## src/rtl/paicore_send_sched.sv

```systemverilog
// paicore_send_sched: transfer-level controller for the PAICORE host-to-core
// send datapath.
//
// Accepts a host transfer command, rejects malformed ones, flushes the send
// datapath through its active-low reset, then opens the channel output enables
// and counts accepted words until the programmed length is reached. After that
// it waits for the XC channels to drain and reports completion. Stalls and host
// aborts take a flush path back to idle.
//
// Ports
//   s_axis_aclk, s_axis_aresetn      clock, async active-low reset
//   cfg_start / cfg_abort            one-cycle command pulses from the register file
//   cfg_send_len, cfg_ch_mask,
//   cfg_single, cfg_timeout          transfer command, sampled only with an accepted start
//   write_hsked                      one pulse per word accepted by the datapath
//   tx_done                          level: all XC channels idle and empty
//   dp_aresetn, oen, single_channel,
//   single_channel_mask, send_len    datapath configuration
//   busy, done, err_timeout, err_cfg,
//   words_sent                       status back to the register file
module paicore_send_sched #(
  parameter int Channel      = 4,
  parameter int FLUSH_CYCLES = 4
) (
  input  logic               s_axis_aclk,
  input  logic               s_axis_aresetn,
  input  logic               cfg_start,
  input  logic               cfg_abort,
  input  logic [31:0]        cfg_send_len,
  input  logic [Channel-1:0] cfg_ch_mask,
  input  logic               cfg_single,
  input  logic [31:0]        cfg_timeout,
  input  logic               write_hsked,
  input  logic               tx_done,
  output logic               dp_aresetn,
  output logic [Channel-1:0] oen,
  output logic               single_channel,
  output logic [Channel-1:0] single_channel_mask,
  output logic [31:0]        send_len,
  output logic               busy,
  output logic               done,
  output logic               err_timeout,
  output logic               err_cfg,
  output logic [31:0]        words_sent
);

  localparam int FW = (FLUSH_CYCLES > 1) ? $clog2(FLUSH_CYCLES) : 1;

  typedef enum logic [2:0] {IDLE, FLUSH, ARM, RUN, DRAIN, DONE, ABORT} state_t;

  state_t      state;
  logic [FW-1:0] fcnt;     // cycles spent in FLUSH / ABORT
  logic [31:0] stall;      // consecutive cycles without a handshake
  logic [31:0] tmo;        // stall limit latched with the command
  logic        td_seen;    // tx_done was high in the previous DRAIN cycle

  logic        cfg_bad, flush_last, stall_hit;
  logic [31:0] ws_inc, ws_next;

  assign cfg_bad    = (cfg_send_len == 32'd0) || (cfg_ch_mask == '0) ||
                      (cfg_single && !$onehot(cfg_ch_mask));
  assign flush_last = (fcnt == FW'(FLUSH_CYCLES - 1));
  // Saturate so a runaway overrun never wraps back to a small count.
  assign ws_inc     = (&words_sent) ? words_sent : words_sent + 32'd1;
  assign ws_next    = write_hsked ? ws_inc : words_sent;
  // Fires on the idle cycle that brings the stall run up to the limit.
  assign stall_hit  = (tmo != 32'd0) && !write_hsked && (stall + 32'd1 == tmo);

  always_ff @(posedge s_axis_aclk or negedge s_axis_aresetn) begin
    if (!s_axis_aresetn) begin
      state               <= IDLE;
      fcnt                <= '0;
      stall               <= '0;
      tmo                 <= '0;
      td_seen             <= 1'b0;
      dp_aresetn          <= 1'b0;
      oen                 <= '0;
      single_channel      <= 1'b0;
      single_channel_mask <= '0;
      send_len            <= '0;
      busy                <= 1'b0;
      done                <= 1'b0;
      err_timeout         <= 1'b0;
      err_cfg             <= 1'b0;
      words_sent          <= '0;
    end else begin
      done <= 1'b0;
      case (state)
        IDLE: if (cfg_start) begin
          err_timeout <= 1'b0;
          if (cfg_bad) begin
            err_cfg <= 1'b1;
          end else begin
            err_cfg             <= 1'b0;
            send_len            <= cfg_send_len;
            single_channel      <= cfg_single;
            single_channel_mask <= cfg_ch_mask;
            tmo                 <= cfg_timeout;
            words_sent          <= '0;
            fcnt                <= '0;
            busy                <= 1'b1;
            state               <= FLUSH;
          end
        end
        FLUSH: begin
          if (cfg_abort) begin
            state <= ABORT;
            fcnt  <= '0;
          end else if (flush_last) begin
            state      <= ARM;
            dp_aresetn <= 1'b1;
          end else begin
            fcnt <= fcnt + FW'(1);
          end
        end
        ARM: begin
          if (cfg_abort) begin
            state      <= ABORT;
            fcnt       <= '0;
            dp_aresetn <= 1'b0;
          end else begin
            state <= RUN;
            // In single mode the latched mask is already one-hot.
            oen   <= single_channel_mask;
            stall <= '0;
          end
        end
        RUN, DRAIN: begin
          // A handshake in the abort/timeout/completion cycle still counts.
          words_sent <= ws_next;
          if (cfg_abort || stall_hit) begin
            state      <= ABORT;
            fcnt       <= '0;
            dp_aresetn <= 1'b0;
            oen        <= '0;
            if (stall_hit) err_timeout <= 1'b1;
          end else if (state == RUN && ws_next == send_len) begin
            state   <= DRAIN;
            stall   <= '0;
            td_seen <= 1'b0;
          end else begin
            stall <= write_hsked ? 32'd0 : stall + 32'd1;
            if (state == DRAIN) begin
              if (!tx_done) begin
                td_seen <= 1'b0;
              end else if (!td_seen) begin
                td_seen <= 1'b1;
              end else begin
                state <= DONE;
                done  <= 1'b1;
                oen   <= '0;
              end
            end
          end
        end
        DONE: begin
          state      <= IDLE;
          busy       <= 1'b0;
          dp_aresetn <= 1'b0;
        end
        ABORT: begin
          if (flush_last) begin
            state <= IDLE;
            busy  <= 1'b0;
          end else begin
            fcnt <= fcnt + FW'(1);
          end
        end
        default: begin
          state      <= IDLE;
          busy       <= 1'b0;
          dp_aresetn <= 1'b0;
          oen        <= '0;
        end
      endcase
    end
  end

endmodule

```

## config.mk

```make
export PLATFORM = sky130hd
export DESIGN_NAME = paicore_send_sched
export DESIGN_NICKNAME = d
export VERILOG_FILES = /design/src/rtl/paicore_send_sched.sv
export SDC_FILE = /design/constraint.sdc
export NUM_CORES = 1
export LEC_CHECK = 0
export CELL_PAD_IN_SITES_DETAIL_PLACEMENT = 1
export CELL_PAD_IN_SITES_GLOBAL_PLACEMENT = 2
export CORE_MARGIN = 4
export CORE_UTILIZATION = 38
export CTS_BUF_LIST = sky130_fd_sc_hd__clkbuf_2 sky130_fd_sc_hd__clkbuf_4 sky130_fd_sc_hd__clkbuf_8
export CTS_CLUSTER_SIZE = 28
export DETAILED_ROUTE_END_ITERATION = 8
export GPL_TIMING_DRIVEN = 1
export HOLD_SLACK_MARGIN = 0.08
export PLACE_DENSITY_LB_ADDON = 0.2
export SYNTH_ARGS = -nofsm -noshare
export SYNTH_HDL_FRONTEND = slang
export SYNTH_SLANG_ARGS = --single-unit
```

## constraint.sdc

```tcl
create_clock -name s_axis_aclk -period 6.55 [get_ports s_axis_aclk]
set_input_delay 1.31 -clock s_axis_aclk [delete_from_list [all_inputs] [get_ports s_axis_aclk]]
set_output_delay 1.31 -clock s_axis_aclk [all_outputs]
set_load 0.005 [all_outputs]
```

[Word level (Yosys, flattened, before mapping)]
Cells that the tools add are included.
Word-level totals
  bits in registers: 148
  input bits: 75
  output and inout bits: 78
  logic and storage cells: 146
Cells by class
  $add $sub $neg: 6
  equality and inequality tests: 28
  multiplexer cells: 59
  bitwise logic cells: 5
  reductions and logical operators: 33
Operator list (count)
  32-bit two-way mux: 8
  32-bit case mux with 2 select lines: 2
  32-bit by 1-bit adder with 32-bit output, second input constant: 2
  32-bit == test: 2
  3-bit two-way mux: 11
  32-bit zero test: 1
  32-bit AND reduction: 1
  32-bit nonzero test: 1
  4-bit two-way mux: 6
  1-bit two-way mux: 20
  2-bit inequality test, second input constant: 10
  3-bit inequality test, second input constant: 5
  3-bit case mux with 5 select lines: 1
  2-bit two-way mux: 6
  4-bit inequality test, second input constant: 3
  4-bit case mux with 3 select lines: 1
  3-bit AND reduction: 4
  2-bit case mux with 5 select lines: 1
  5-bit AND reduction: 2
  3-bit == test, second input constant: 3
  4-bit AND reduction: 2
  4-bit OR reduction: 2
  7-bit AND reduction: 1
  3-bit by 1-bit == test with 1-bit output, second input constant: 2
  other kinds (19): 34

[Depth between registers and ports, before layout]
  word-level depth: 9
  mapped depth: 16
  gate-level depth less buffers: 14

[Worst setup path before layout]
No wires, ideal clock.
  path kind: in2reg
  start: in cfg_ch_mask[0]
  end: reg tmo[14]
  library setup time: 0.125 ns
  arrival time: 3.943 ns
  required time: 6.425 ns
  path slack: 2.482 ns
  cell stages on the path: 14
  path buffers: 3
  cell sequence: inv_1 -> fa_1 -> inv_1 -> ha_1 -> ha_1 -> nor2_1 -> nand2_1 -> a22oi_1 -> o21ai_0 -> nand2b_1 -> clkbuf_1 -> clkbuf_1 -> buf_1 -> mux2_2
On the way
  cells in the longest elaborated chain, start to end: 8
  elaborated cells between the ends (all ways): 10
  classes of those cells: 2 x add/sub; 1 x eq/ne; 1 x bitwise; 6 x reduce/logical
Ends and longest elaborated chain
  from (decl): line 30  | input logic [Channel-1:0] cfg_ch_mask,
  1-bit by 1-bit adder with 2-bit output (not written as such): line 61  | (cfg_single && !$onehot(cfg_ch_mask));
  2-bit by 2-bit adder with 3-bit output (not written as such): line 61
  3-bit by 1-bit == test with 1-bit output: line 61
  1-bit zero test: line 61
  1-bit logical AND: line 61
  1-bit logical OR (*): line 60  | assign cfg_bad = (cfg_send_len == 32'd0) || (cfg_ch_mask == '0) ||
  1-bit inverter (no source line) (*)
  3-bit AND reduction (no source line) (*)
  to (signal assigned): line 98  | tmo <= cfg_timeout;
  to (decl): line 54  | logic [31:0] tmo;
Every way passes the cells marked *; elsewhere a longest branch is shown, timed or not.
A chain may end at the register's enable or synchronous reset.

[Worst setup path in the final report]
  start: in write_hsked
  end: reg stall[12]
On the way
  cells in the longest elaborated chain, start to end: 6
  elaborated cells between the ends (all ways): 13
  classes of those cells: 2 x eq/ne; 5 x mux; 6 x reduce/logical
Ends and longest elaborated chain
  from (decl): line 33  | input logic write_hsked,
  32-bit two-way mux or 1-bit zero test (tied branches): line 65, 67
  32-bit == test or 1-bit logical AND (tied branches): line 137, 67
  1-bit logical AND, on equally long branches: line 137, 67
  32-bit two-way mux or 1-bit logical OR (tied branches): line 137, 131
  32-bit two-way mux or 2-bit inequality test (tied branches)
  32-bit case mux with 2 select lines or 3-bit AND reduction (tied branches)
  to (signal assigned): line 142  | stall <= write_hsked ? 32'd0 : stall + 32'd1;
  to (decl): line 53  | logic [31:0] stall;
Several ways; a longest one is shown, not always the timed one. The select of a mux whose other input is x is not followed.

==> reports/results.ini <==
[outcome]
outcome=complete, no violations

[clock_tree]
cts_tree=done
cts.repair.resized=0
clockBufferDepth=2
cts_buffers=17
clk_pin_slew_ps=90
post_cts_buffers=0
hold_buffers=0
clock_sinks=148
clk_latency_ps=480
h-tree-depth=4
cts_root_buf=clkbuf_8

[flow_run]
maxCapViolations=0

[power_and_ir_drop]
ir_worst_vdd_mv=0.1656
switchingPower_mw=1.905
power.share.clock_pct=17.1
switching_share_pct=42.45
p_seq_share_pct=36.8
leakagePower_nw=4.766
power.density_nw_per_um2=366.7
internal-power_mw=2.582
combPwrFrac_pct=46.1

[routing]
drtPass1Iterations=6
vias=9577
drtAntennaViolNets=0
routed_wl_mm=36.28
via_per_inst=6.116
drc=0
routedWlPerCell_um=23.17
drtIter0Drc=746

[finish]
final_common_cell=clkdlybuf4s50_1
final_nets=1299
antennaDiodeCount=0
instances_no_fill=1566
seq_area_um2=3704
mostFrequentLayoutCells=151 x clkdlybuf4s50_1, 148 x dfrtp_1, 96 x nand2_1
nFillCells=2986
multi_input_area_um2=6027
syn2layout_area_growth_pct=20.49
drive_gt1_share_pct=11.29

[sta]
slew_headroom_pct=29.66
max_freq_ghz=0.2071
tightest_slew_ps=1055
min_period_ps=4830
maxSlewViolCount=0
period_share_pct=73.74
setup_viol=0
fin_tns_setup_ps=0
hold_viol=0
grt_setup_unrepaired=false
finClkSkew_ps=15.82

[yosys]
syn_area_um2=10160
syn_avg_cell_area_um2=9.125
synthXorXnorAreaFrac_pct=7.503
yosysSeqAreaShare_pct=36.47
synth_ff_type=dfrtp_1
synth_seq_cells=148
syn-num-nets=1194
synthMuxAreaShare_pct=8.710
yosysWarningCount=0
synthAdderAreaFrac_pct=0.9117
synth_top_family_by_area=simple AND/OR/NAND/NOR gates
synth_cell_types=86
synth.area.top_cells=dfrtp_1 36%, mux2_2 7.4%, xnor2_1 4.6%
async_flop_share_pct=100.0
syn_inst=1113
synth_compound_area_share_pct=17.73
synthSimpleGateAreaFrac_pct=24.34
synth-edff-count=0
synth_top_area_share_pct=36.47
synth_top_area_cell=dfrtp_1

[critical_path]
endpoint_kind=flop
crit_cells=12
r2r_end=stall[12]
timing.rr.start=words_sent[9]
timing.critical_path.mode_cell=nand4_1
max_stage_delay_ps=660
path_class=in2reg
cp_num_buf_inv=2
slowest_stage=clkdlybuf4s50_1
cp_top_family=compound AO/OA/AOI/OAI gates
critPathLaunch=write_hsked
path_cells=clkdlybuf4s50_1, nand4_2, a2111oi_2, nand4_1, xnor2_1, o2111ai_1, nor4_1, nand4_1, o31ai_4, buf_4, o21bai_1, a22o_1
worstPathArrival_ps=5200
r2r_setup_slack_ps=1970
rr_worst_depth=11
crit_path_end=stall[12]
start_kind=input port
cp.required_ps=6920
cp_max_fo=31

[placed_design]
place_congestion=0.9518
io_buffers=152
dp.cells=1534
dp_hpwl_mm=26.98

[grt]
grt_pass1_wl_mm=57.71
grt_pass1_vias=9995
grt_overflow_total=0
grt_max_degree=105
grtUsageTotal_pct=24.93
grt_antenna_before_repair=0

[hold_path]
min_from=err_cfg
worstHoldPathType=reg2reg
whs_path_depth=1

[floorplanning]
start_util_pct=38.75
std_cell_rows=59
fp.dieW_um=171.5
num_io_pins=153
die-height_um=171.5
fp.dieArea_um2=29410
core_area_um2=26210

==> synth_stat cells, types with 5 or more instances <==
cell and number:
dfrtp_1 148, nand2_1 96, nor2_1 70, mux2_2 67
o21ai_0 61, xnor2_1 53, nor4_1 45, nor3_1 38
clkbuf_1 37, nand3_1 36, xor2_1 34, nand4_1 33
inv_1 31, buf_2 25, and3_1 22, o31ai_1 22
a21oi_1 20, a22o_1 17, and2_1 17, mux2i_1 13
a31oi_1 12, and4_1 12, o21bai_1 11, nor2b_1 10
nand2b_1 9, o41ai_1 9, o2bb2ai_1 8, or3_1 8
a21o_1 7, o211ai_1 7, a2111oi_0 6, a41oi_1 6
nand4_2 6, or4_1 6, a22oi_1 5, a41o_1 5
buf_1 5, buf_4 5, ha_1 5, nand3b_1 5
o2111ai_1 5, o22ai_1 5
==> cell families after synthesis <==
family,Yosys count
flops,148
fa+ha+maj,7
compound gates,246
mux,80
simple gates,441
buf+inv,104
xor+xnor,87
==> power groups by stage <==
stage | Clock (mW) | Sequential (mW) | Combinational (mW)
floorplan | 0 | 1.47 | 1.42
global placement | 0 | 1.66 | 2.03
detailed placement | 0 | 1.67 | 2.07
CTS | 0.790 | 1.65 | 2.08
global route | 0.832 | 1.71 | 2.27
finish | 0.768 | 1.65 | 2.07
==> worst register-to-register path, stage by stage (launching register included) <==
cell,delay (ps)
dfrtp_1,570
nand4_1,380
nand2b_1,440
nor4_1,960
nor3_1,240
xnor2_1,230
a2111oi_0,380
nand4_1,200
o31ai_4,260
buf_4,420
o21bai_1,150
a22o_1,240
==> worst min-delay path by stage <==
stage	slack [ps]	end
after floorplan	490	stall[1]
after global placement	490	single_channel
after detailed placement	490	err_cfg
after CTS	520	err_cfg
after global routing	540	err_cfg
final	510	err_cfg
==> final cells by class <==
class                           instances  area share, %
Inverter                               32         0.9816
Clock inverter                         13          1.227
Tap cell                              335          3.425
Multi-Input combinational cell        861          49.25
Timing Repair Buffer                  158          12.81
Clock buffer                           19          2.035
Sequential cell                       148          30.27
==> per-layer routing <==
layer / share of wire, % / up-vias / track usage [%]
met1: 42 / 4824 / 32.24
met5: 0 / - / 0
met3: 4.6 / 73 / 4.091
li1: - / 4384 / -
met2: 50 / 296 / 42.49
met4: 3.1 / 0 / 8.405
==> state kept, by name, summed over array words and instances, names as in the netlist <==
register	count
busy	1
done	1
dp_aresetn	1
err_cfg	1
err_timeout	1
fcnt	2
oen	4
send_len	32
single_channel	1
single_channel_mask	4
stall	32
state	3
td_seen	1
tmo	32
words_sent	32
==> per-stage QoR <==
| step | power (mW) | instance area (um2) | utilization, % | setup slack [ps] | hold slack, ps |
|---|---|---|---|---|---|
| global placement | 3.691 | 11840 | 45.17 | 1316 | 487.5 |
| floorplan | 2.882 | 10160 | - | 2482 | 487.3 |
| CTS | 4.524 | 12240 | 46.69 | 1795 | 515.5 |
| detailed placement | 3.733 | 11840 | 45.17 | 1292 | 491.4 |
| global route | 4.809 | 12240 | 46.69 | 1484 | 538.2 |
| finish | 4.487 | 12240 | 46.69 | 1720 | 508.4 |
(Power assumes the default switching activity.)
